===== config.mk =====
export PLATFORM = sky130hd
export DESIGN_NAME = spike_event_packer
export DESIGN_NICKNAME = d
export VERILOG_FILES = /design/src/rtl/spike_event_packer.sv
export SDC_FILE = /design/constraint.sdc
export NUM_CORES = 1
export LEC_CHECK = 0
export ABC_AREA = 1
export BUFFER_PORTS_ARGS = -buffer_cell sky130_fd_sc_hd__buf_2
export CORE_AREA = 2 2 209 211
export CTS_BUF_LIST = sky130_fd_sc_hd__clkbuf_8 sky130_fd_sc_hd__clkbuf_16
export DETAILED_ROUTE_END_ITERATION = 10
export DIE_AREA = 0 0 211 213
export GPL_TIMING_DRIVEN = 0
export PLACE_DENSITY_LB_ADDON = 0.25
export REMOVE_ABC_BUFFERS = 1
export SYNTH_ARGS = -nofsm -noshare
export SYNTH_HDL_FRONTEND = slang
export SYNTH_SLANG_ARGS = --single-unit
export TNS_END_PERCENT = 50

===== constraint.sdc =====
create_clock -name clk -period 4 [get_ports clk]
set_input_delay 0.2 -clock clk [delete_from_list [all_inputs] [get_ports clk]]
set_output_delay 0.2 -clock clk [all_outputs]
set_load 0.05 [all_outputs]

===== src/rtl/spike_event_packer.sv =====
// -----------------------------------------------------------------------------
// spike_event_packer
//
// Packs per-sample spike detector flags into timestamped event words and
// buffers them in a first-word-fall-through FIFO for a downstream consumer.
//
// A free-running sample counter (ts) advances once per qualified sample.
// Any sample with at least one effective flag produces one event word
// {neo, ado, aso, ed, ts} that is written into the FIFO on the same edge.
//
// Optional feature (macro SPIKE_REFRACTORY_EN): each detector gets an 8-bit
// refractory counter; once a flag is accepted the detector is masked for the
// next REFRACT samples.
//
// Ports:
//   clk           in   clock, rising edge
//   rst           in   synchronous active-high reset
//   sample_valid  in   qualifies one detector output sample
//   spike_neo     in   NEO detector flag   (event bit TS_WIDTH+3)
//   spike_ado     in   ADO detector flag   (event bit TS_WIDTH+2)
//   spike_aso     in   ASO detector flag   (event bit TS_WIDTH+1)
//   spike_ed      in   ED detector flag    (event bit TS_WIDTH+0)
//   ev_valid      out  event word available (FIFO non-empty)
//   ev_ready      in   consumer accepts the event word
//   ev_data       out  {neo, ado, aso, ed, timestamp}, head of FIFO
//   fifo_count    out  current FIFO occupancy
//   overflow      out  sticky: an event was dropped because the FIFO was full
//
// Handshake: a word transfers on a rising edge where ev_valid=1 and
// ev_ready=1. While ev_valid=1 and ev_ready=0, ev_data is held stable.
// ev_ready is ignored while the FIFO is empty. ev_data is don't-care when
// ev_valid=0.
// -----------------------------------------------------------------------------
module spike_event_packer #(
    parameter int TS_WIDTH   = 28,
    parameter int FIFO_DEPTH = 16,
    parameter int REFRACT    = 8
) (
    input  logic                          clk,
    input  logic                          rst,
    input  logic                          sample_valid,
    input  logic                          spike_neo,
    input  logic                          spike_ado,
    input  logic                          spike_aso,
    input  logic                          spike_ed,
    output logic                          ev_valid,
    input  logic                          ev_ready,
    output logic [TS_WIDTH+3:0]           ev_data,
    output logic [$clog2(FIFO_DEPTH):0]   fifo_count,
    output logic                          overflow
);

    localparam int AW = $clog2(FIFO_DEPTH);
    localparam int DW = TS_WIDTH + 4;
    localparam logic [AW:0] DEPTH_L = (AW + 1)'(FIFO_DEPTH);

    logic [DW-1:0]       r_mem [FIFO_DEPTH];
    logic [AW-1:0]       r_wr_ptr;
    logic [AW-1:0]       r_rd_ptr;
    logic [AW:0]         r_count;
    logic [TS_WIDTH-1:0] r_ts;
    logic                r_overflow;

    logic [3:0]          w_raw;
    logic [3:0]          w_mask;
    logic [3:0]          w_eff;
    logic                w_event;
    logic                w_full;
    logic                w_empty;
    logic                w_pop;
    logic                w_push;
    logic                w_drop;

    // Flag order matches the event word: neo in bit 3 down to ed in bit 0.
    assign w_raw = {spike_neo, spike_ado, spike_aso, spike_ed} & {4{sample_valid}};

`ifdef SPIKE_REFRACTORY_EN
    localparam logic [7:0] REFRACT_L = 8'(REFRACT);

    logic [7:0] r_refr [4];

    always_comb begin
        w_mask = 4'b0000;
        for (int k = 0; k < 4; k++) begin
            w_mask[k] = (r_refr[k] != 8'd0);
        end
    end

    // Counters only move on qualified samples. Loading happens on flag
    // acceptance regardless of whether the FIFO could take the event, so a
    // dropped event still starts the refractory window.
    always_ff @(posedge clk) begin
        if (rst) begin
            for (int k = 0; k < 4; k++) begin
                r_refr[k] <= 8'd0;
            end
        end else if (sample_valid) begin
            for (int k = 0; k < 4; k++) begin
                if (w_eff[k]) begin
                    r_refr[k] <= REFRACT_L;
                end else if (r_refr[k] != 8'd0) begin
                    r_refr[k] <= r_refr[k] - 8'd1;
                end
            end
        end
    end
`else
    assign w_mask = 4'b0000;
`endif

    assign w_eff   = w_raw & ~w_mask;
    assign w_event = |w_eff;

    assign w_full  = (r_count == DEPTH_L);
    assign w_empty = (r_count == '0);
    assign w_pop   = ev_ready && !w_empty;
    // A full FIFO still accepts a write when the head leaves on the same edge.
    assign w_push  = w_event && (!w_full || w_pop);
    assign w_drop  = w_event && w_full && !w_pop;

    // Timestamp counter: wraps silently at 2^TS_WIDTH.
    always_ff @(posedge clk) begin
        if (rst) begin
            r_ts <= '0;
        end else if (sample_valid) begin
            r_ts <= r_ts + 1'b1;
        end
    end

    // Storage array carries no reset; occupancy is tracked by r_count.
    always_ff @(posedge clk) begin
        if (w_push) begin
            r_mem[r_wr_ptr] <= {w_eff, r_ts};
        end
    end

    always_ff @(posedge clk) begin
        if (rst) begin
            r_wr_ptr   <= '0;
            r_rd_ptr   <= '0;
            r_count    <= '0;
            r_overflow <= 1'b0;
        end else begin
            if (w_push) begin
                r_wr_ptr <= r_wr_ptr + 1'b1;
            end
            if (w_pop) begin
                r_rd_ptr <= r_rd_ptr + 1'b1;
            end
            case ({w_push, w_pop})
                2'b10:   r_count <= r_count + 1'b1;
                2'b01:   r_count <= r_count - 1'b1;
                default: r_count <= r_count;
            endcase
            if (w_drop) begin
                r_overflow <= 1'b1;
            end
        end
    end

    assign ev_valid   = !w_empty;
    assign ev_data    = r_mem[r_rd_ptr];
    assign fifo_count = r_count;
    assign overflow   = r_overflow;

endmodule


==> results of run 1 <==
cells in the mapped netlist:
library cell | count | area (um^2)
o211ai_1 | 128 | 960.9
buf_6 | 3 | 33.78
dfxtp_1 | 46 | 920.9
xor2_1 | 3 | 26.28
nand2_1 | 110 | 412.9
ha_1 | 9 | 112.6
inv_2 | 2 | 7.510
nand4_1 | 13 | 81.33
and3_1 | 3 | 18.77
nor3_2 | 3 | 30.03
o21bai_1 | 1 | 7.510
xnor2_1 | 1 | 8.760
o21ai_0 | 276 | 1381
clkbuf_1 | 62 | 232.7
nand2_2 | 1 | 6.260
o21ai_1 | 19 | 95.09
nor3_1 | 9 | 45.04
inv_1 | 55 | 206.5
nand3_1 | 70 | 350.3
or2_2 | 1 | 6.260
o21a_1 | 1 | 7.510
a21oi_1 | 24 | 120.1
buf_2 | 28 | 140.1
fa_1 | 1 | 20.02
buf_1 | 13 | 48.80
buf_4 | 3 | 22.52
nor2_1 | 459 | 1723
a21boi_0 | 1 | 7.510
edfxtp_1 | 512 | 15370
nor2_4 | 2 | 22.52
sequential cells by signal (all words and copies together), names as in the netlist, named ones only:
register and cells:
fifo_count 5, overflow 1, r_mem 512, r_rd_ptr 4, r_ts 28, r_wr_ptr 4
path summary, 6_finish.rpt:
check           startpoint           end  slack, ns
max reg2reg  fifo_count[0]  r_mem[5][26]       1.15
min reg2reg    r_rd_ptr[2]     flip-flop       0.49
max              flip-flop    ev_data[1]       0.37
min               ev_ready     flip-flop       0.04
power groups by stage:
stage,combinational [mW],sequential (mW),clock [mW]
3_3_place_gp,3.76,7.42,0
3_5_place_dp,5.16,7.04,0
4_1_cts,5.19,6.92,5.28
5_1_grt,5.78,6.93,5.50
6_report,5.22,6.89,5.22
2_1_floorplan,3.50,7.35,0
metal layers:
layer  global-route usage, %  routed length [um]  part of all wire, %
met5                       0                   0                    0
met4                   7.261                1178                  2.2
met3                   4.030                4170                  7.9
met2                   36.79               24470                   46
met1                   33.64               22940                   43
what timing repair did:
item,in CTS,in global routing
gates resized for setup,0,2
endpoints found under the setup margin,0,19
hold endpoints to repair,4,0
setup buffers,0,1
hold buffers,2,0
final cells by class:
cell class | count | area [um^2]
fill | 3198 | 17130
multi-input combinational | 1135 | 5564
clock buffer | 61 | 1470
clock inverter | 42 | 377.9
sequential | 558 | 16310
tap | 546 | 683.2
inverter | 57 | 226.5
timing repair buffer | 77 | 935.9
logic make-up (layout without fill, tap and decap cells):
group	after synthesis	after routing	synth area share (%)
buffers and inverters	166	237	3.085
DFF	558	558	72.65
and+or+nand+nor	671	671	12.02
adders and majority gates	10	10	0.5913
xor gates and xnor gates	4	4	0.1562
AOI/OAI and AO/OA	450	450	11.50
through the flow:
step	std cells	area, um^2	TNS [ns]
finish	2476	25570	0
global route	2476	25570	0
CTS	2475	25540	0
detailed placement	2370	23670	0
global placement	2342	22870	-982.57
floorplan	1750	21950	-127.19
tightest hold or removal path, delay by kind of cell:
kind / cells / cell delay [ns]
buffers and inverters: 1 / 0.11
and+or+nand+nor: 3 / 0.29
==> run summary, run 1 <==
Net Sw Frac = 35.43%
Worst Hold Path Cells = 4
Tot Pwr = 17.33 mW
Final Util = 59.88%
Pleak = 8.510 nW
Routed len/inst = 21.31 um
Int Power = 11.19 mW
Tightest Pin Transition = 1.337 ns
Final Cycle Share = 90.75%
FMAX = 275.5 MHz
CTS tree = built
Synth-to-Final Area Change = 13.97%
Mapped Area = 0.02243 mm^2
Total number of H-tree levels = 2
Iteration-0 DRC Markers = 1800
Crit start category = flip-flop
Worst hold slack = 0.04102 ns
Initial Util = 52.54%
Final setup viols = 0
Critical path class = reg2out
Nets@finish = 1902
Pwr dens = 678.0 mW/mm^2
Placeable Area = 0.04270 mm^2
Required time of the critical path = 3.80 ns
Post-route ant nets = 0
VDD IR max = 0.5752 mV
Initial DRT Pass Iterations = 7
Syn Inst Count = 1859
Max Clock Skew = 0.02062 ns
Post-DP HPWL = 28340 um
Final Slew Violations = 0
Largest net degree at the start of global routing = 145
Chip width = 211 um
Worst-skew pair later-pin latency = 0.60 ns
Yosys cell types = 30
Sequential share of power = 39.8%
First-pass GRT wire length = 79150 um
Comb power frac = 30.1%
Most frequent cells in the layout = edfxtp_1 (512), nor2_1 (443), o21ai_0 (276), o211ai_1 (128), nand2_1 (110)
Dpl ws = 0.7834 ns
CTS sink count = 558
Gr usage total = 23.40%
Vias in the first global route = 13440
Worst rel slew slack = 10.72%
Critical Path Slowest Stage Cell = buf_16
Crit-path cells = buf_16 -> inv_12 -> buf_16 -> nor2_1 -> nor2_1 -> o21ai_0 -> o211ai_1 -> nand3_1 -> nand2_1 -> buf_2
Bufs on Longest Clock Path = 3
Seq/Total Area, Yosys = 72.65%
DR vias = 14460
Final critical-path setup slack = 0.3701 ns
CP peak stage delay = 0.52 ns
Avg Inst Size Synth = 12.07 um^2
Number of antenna violations at the first check in global routing = 0
CP bufs+invs = 4
Critical path depth = 10
Vias/cell = 5.839
Routed WL = 52760 um
DRC = 0
Synthesis Warnings = 0
Worst Path Arrival = 3.43 ns
GP Congestion = 0.8696
Status = complete, no violations
Max FO, Critical Path = 144
Layout cell share with drive strength beyond 1 = 9.741%
Seq cells post-synth = 558
CTS clk-pin slew, worst paths = 0.06 ns
Hold Path Class = in2reg
CTS root buf = clkbuf_16
Commonest non-fill, non-tap cell in the layout = edfxtp_1
Clock power frac = 30.1%
Worst Reg-to-Reg Cells = 9
Max-capacitance violation count = 0
RSZ-0062 raised after global routing = false
CP top delay family = buffers and inverters
Switch Pwr = 6.141 mW
Inserted Diodes = 0
Fin. Hold Viols = 0
Fin crit period = 3.630 ns
Top-Level Pins = 47
GRT overflow = 0
CP Capture Type = primary output
Die H = 213 um
Core Rows = 76
Total die area = 0.04494 mm^2
PortBufs = 46
Clock buffers created by TritonCTS = 55
(Power assumes the default switching activity.)
==> run 2, diff against run 1 <==
BUFFER_PORTS_ARGS = -buffer_cell sky130_fd_sc_hd__clkbuf_2   (was -buffer_cell sky130_fd_sc_hd__buf_2)
==> run summary, run 2 (synthesized netlist as in run 1, its figures left out) <==
Status = complete, no violations
Iteration-0 DRC Markers = 2033 (+13%)
Worst Hold Path Cells = 2 (-2)
CTS sink count = 558 (unchanged)
GRT overflow = 0 (unchanged)
Post-DP Area = 0.02363 mm^2 (-0.18%)
Hold Path Class = in2reg
CP Capture Type = primary output
Clock power frac = 29.1% (-1.0 points)
Initial Util = 52.54% (unchanged)
Max-capacitance violation count = 0 (unchanged)
Inserted Diodes = 0 (unchanged)
Vias in the first global route = 13550 (+0.80%)
Bufs on Longest Clock Path = 3 (unchanged)
Max FO, Critical Path = 140 (-2.8%)
Final Cycle Share = 88.73% (-2.0 points)
Post-route ant nets = 0 (unchanged)
Final Non-Filler Cells = 2473 (-0.12%)
Post-Place Cells = 2369 (-0.042%)
Worst Path Arrival = 3.35 ns (-0.08 ns)
Crit start category = flip-flop
Clock buffers created by TritonCTS = 55 (unchanged)
Commonest non-fill, non-tap cell in the layout = edfxtp_1
Int Power = 10.97 mW (-2.0%)
Chip width = 211 um (unchanged)
Vias/cell = 5.872 (+0.56%)
FMAX = 281.7 MHz (+2.3%)
Largest net degree at the start of global routing = 141 (-2.8%)
Comb power frac = 30.3% (+0.2 points)
VDD IR max = 0.6349 mV (+10%)
Nets@finish = 1900 (-0.11%)
Pleak = 8.451 nW (-0.69%)
CTS tree = built
Routed WL = 52700 um (-0.11%)
Required time of the critical path = 3.80 ns (about the same)
GP Congestion = 0.8655 (-0.47%)
DR vias = 14520 (+0.44%)
CTS clk-pin slew, worst paths = 0.06 ns (about the same)
Routed len/inst = 21.31 um (about the same)
Number of antenna violations at the first check in global routing = 0 (unchanged)
Design Area, Final = 0.02543 mm^2 (-0.54%)
Worst-skew pair later-pin latency = 0.60 ns (about the same)
PortBufs = 46 (unchanged)
Core Rows = 76 (unchanged)
Gr usage total = 23.42% (+0.024 points)
Max FFs per register = 512 (unchanged)
Placeable Area = 0.04270 mm^2 (unchanged)
Critical path class = reg2out
Top-Level Pins = 47 (unchanged)
Total number of H-tree levels = 2 (unchanged)
Max Clock Skew = 0.01228 ns (-0.008344 ns)
Worst rel slew slack = 15.33% (+4.6 points)
Post-DP HPWL = 28050 um (-1.0%)
Total die area = 0.04494 mm^2 (unchanged)
Die H = 213 um (unchanged)
Net Sw Frac = 35.90% (+0.47 points)
Fin. Hold Viols = 0 (unchanged)
Synth-to-Final Area Change = 13.36%
Tightest Pin Transition = 1.268 ns (-0.06904 ns)
Switch Pwr = 6.147 mW (about the same)
Sequential share of power = 40.6% (+0.8 points)
Initial DRT Pass Iterations = 6 (-1)
CTS root buf = clkbuf_16
Most frequent cells in the layout = edfxtp_1 (512), nor2_1 (443), o21ai_0 (276), o211ai_1 (128), nand2_1 (110)
Fin crit period = 3.549 ns (-0.08054 ns)
Pwr dens = 673.3 mW/mm^2 (-0.70%)
First-pass GRT wire length = 79200 um (about the same)
Worst hold slack = 0.05115 ns (+0.01013 ns)
RSZ-0062 raised after global routing = false
Setup tns final = 0 ns (unchanged)
DRC = 0 (unchanged)
Largest Register = r_mem
Fill count = 3303 (+3.3%)
Final critical-path setup slack = 0.4506 ns (+0.08054 ns)
Final setup viols = 0 (unchanged)
Final Slew Violations = 0 (unchanged)
Layout cell share with drive strength beyond 1 = 9.497% (-0.24 points)
Dpl ws = 0.7166 ns (-0.06678 ns)
Worst Reg-to-Reg Cells = 9 (unchanged)
run 2: power by group through the flow:
stage | combinational (mW) | clock [mW] | sequential, mW
5_1_grt | 5.71 | 5.29 | 6.99
4_1_cts | 5.13 | 5.06 | 6.99
3_5_place_dp | 5.10 | 0 | 7.11
3_3_place_gp | 3.74 | 0 | 7.42
6_report | 5.19 | 4.99 | 6.94
2_1_floorplan | 3.50 | 0 | 7.35
run 2: metrics by stage:
stage | util [%] | total power, mW
after floorplan | - | 10.85
after global placement | 53.56 | 11.16
after detailed placement | 55.35 | 12.21
after CTS | 59.50 | 17.18
after global routing | 59.56 | 17.99
final | 59.56 | 17.12
run 2: area by class of cell:
class / instances / area, um^2 / area share [%]
sequential: 558 / 16310 / 64.13
inverter: 57 / 226.5 / 0.8906
clock inverter: 37 / 249.0 / 0.9792
clock buffer: 65 / 1514 / 5.954
timing repair buffer: 75 / 883.3 / 3.474
multi-input combinational: 1135 / 5564 / 21.88
tap: 546 / 683.2 / 2.687
run 2: routing by layer:
metal	track usage (%)	share of wire, %
met1	33.95	44
met2	35.91	45
met3	3.927	7.9
met4	8.742	2.8
met5	0	0
run 2: timing repair:
item | 4_1_cts | 5_1_grt
resized for setup | 0 | 2
buffers inserted | 0 | 1
endpoints found under the setup margin | 0 | 17
hold buffers | 1 | 0
hold endpoints to repair | 1 | 0
run 2: path summary, 6_finish.rpt:
kind                                    start          end  slack, ns
worst max-delay path                flip-flop  ev_data[23]       0.45
worst min-delay path             sample_valid      r_ts[0]       0.05
worst max register to register  fifo_count[0]  r_mem[6][5]       1.19
worst min register to register    r_rd_ptr[2]    flip-flop       0.48
run 2: worst max-delay path: stages (launching register included):
cell and delay [ns]:
dfxtp_4 0.51, buf_16 0.29, inv_12 0.48, buf_16 0.46, nor2_1 0.08, nor2_1 0.10, o21ai_0 0.09, o211ai_1 0.10
o211ai_1 0.10, nand2_1 0.14, clkbuf_2 0.30
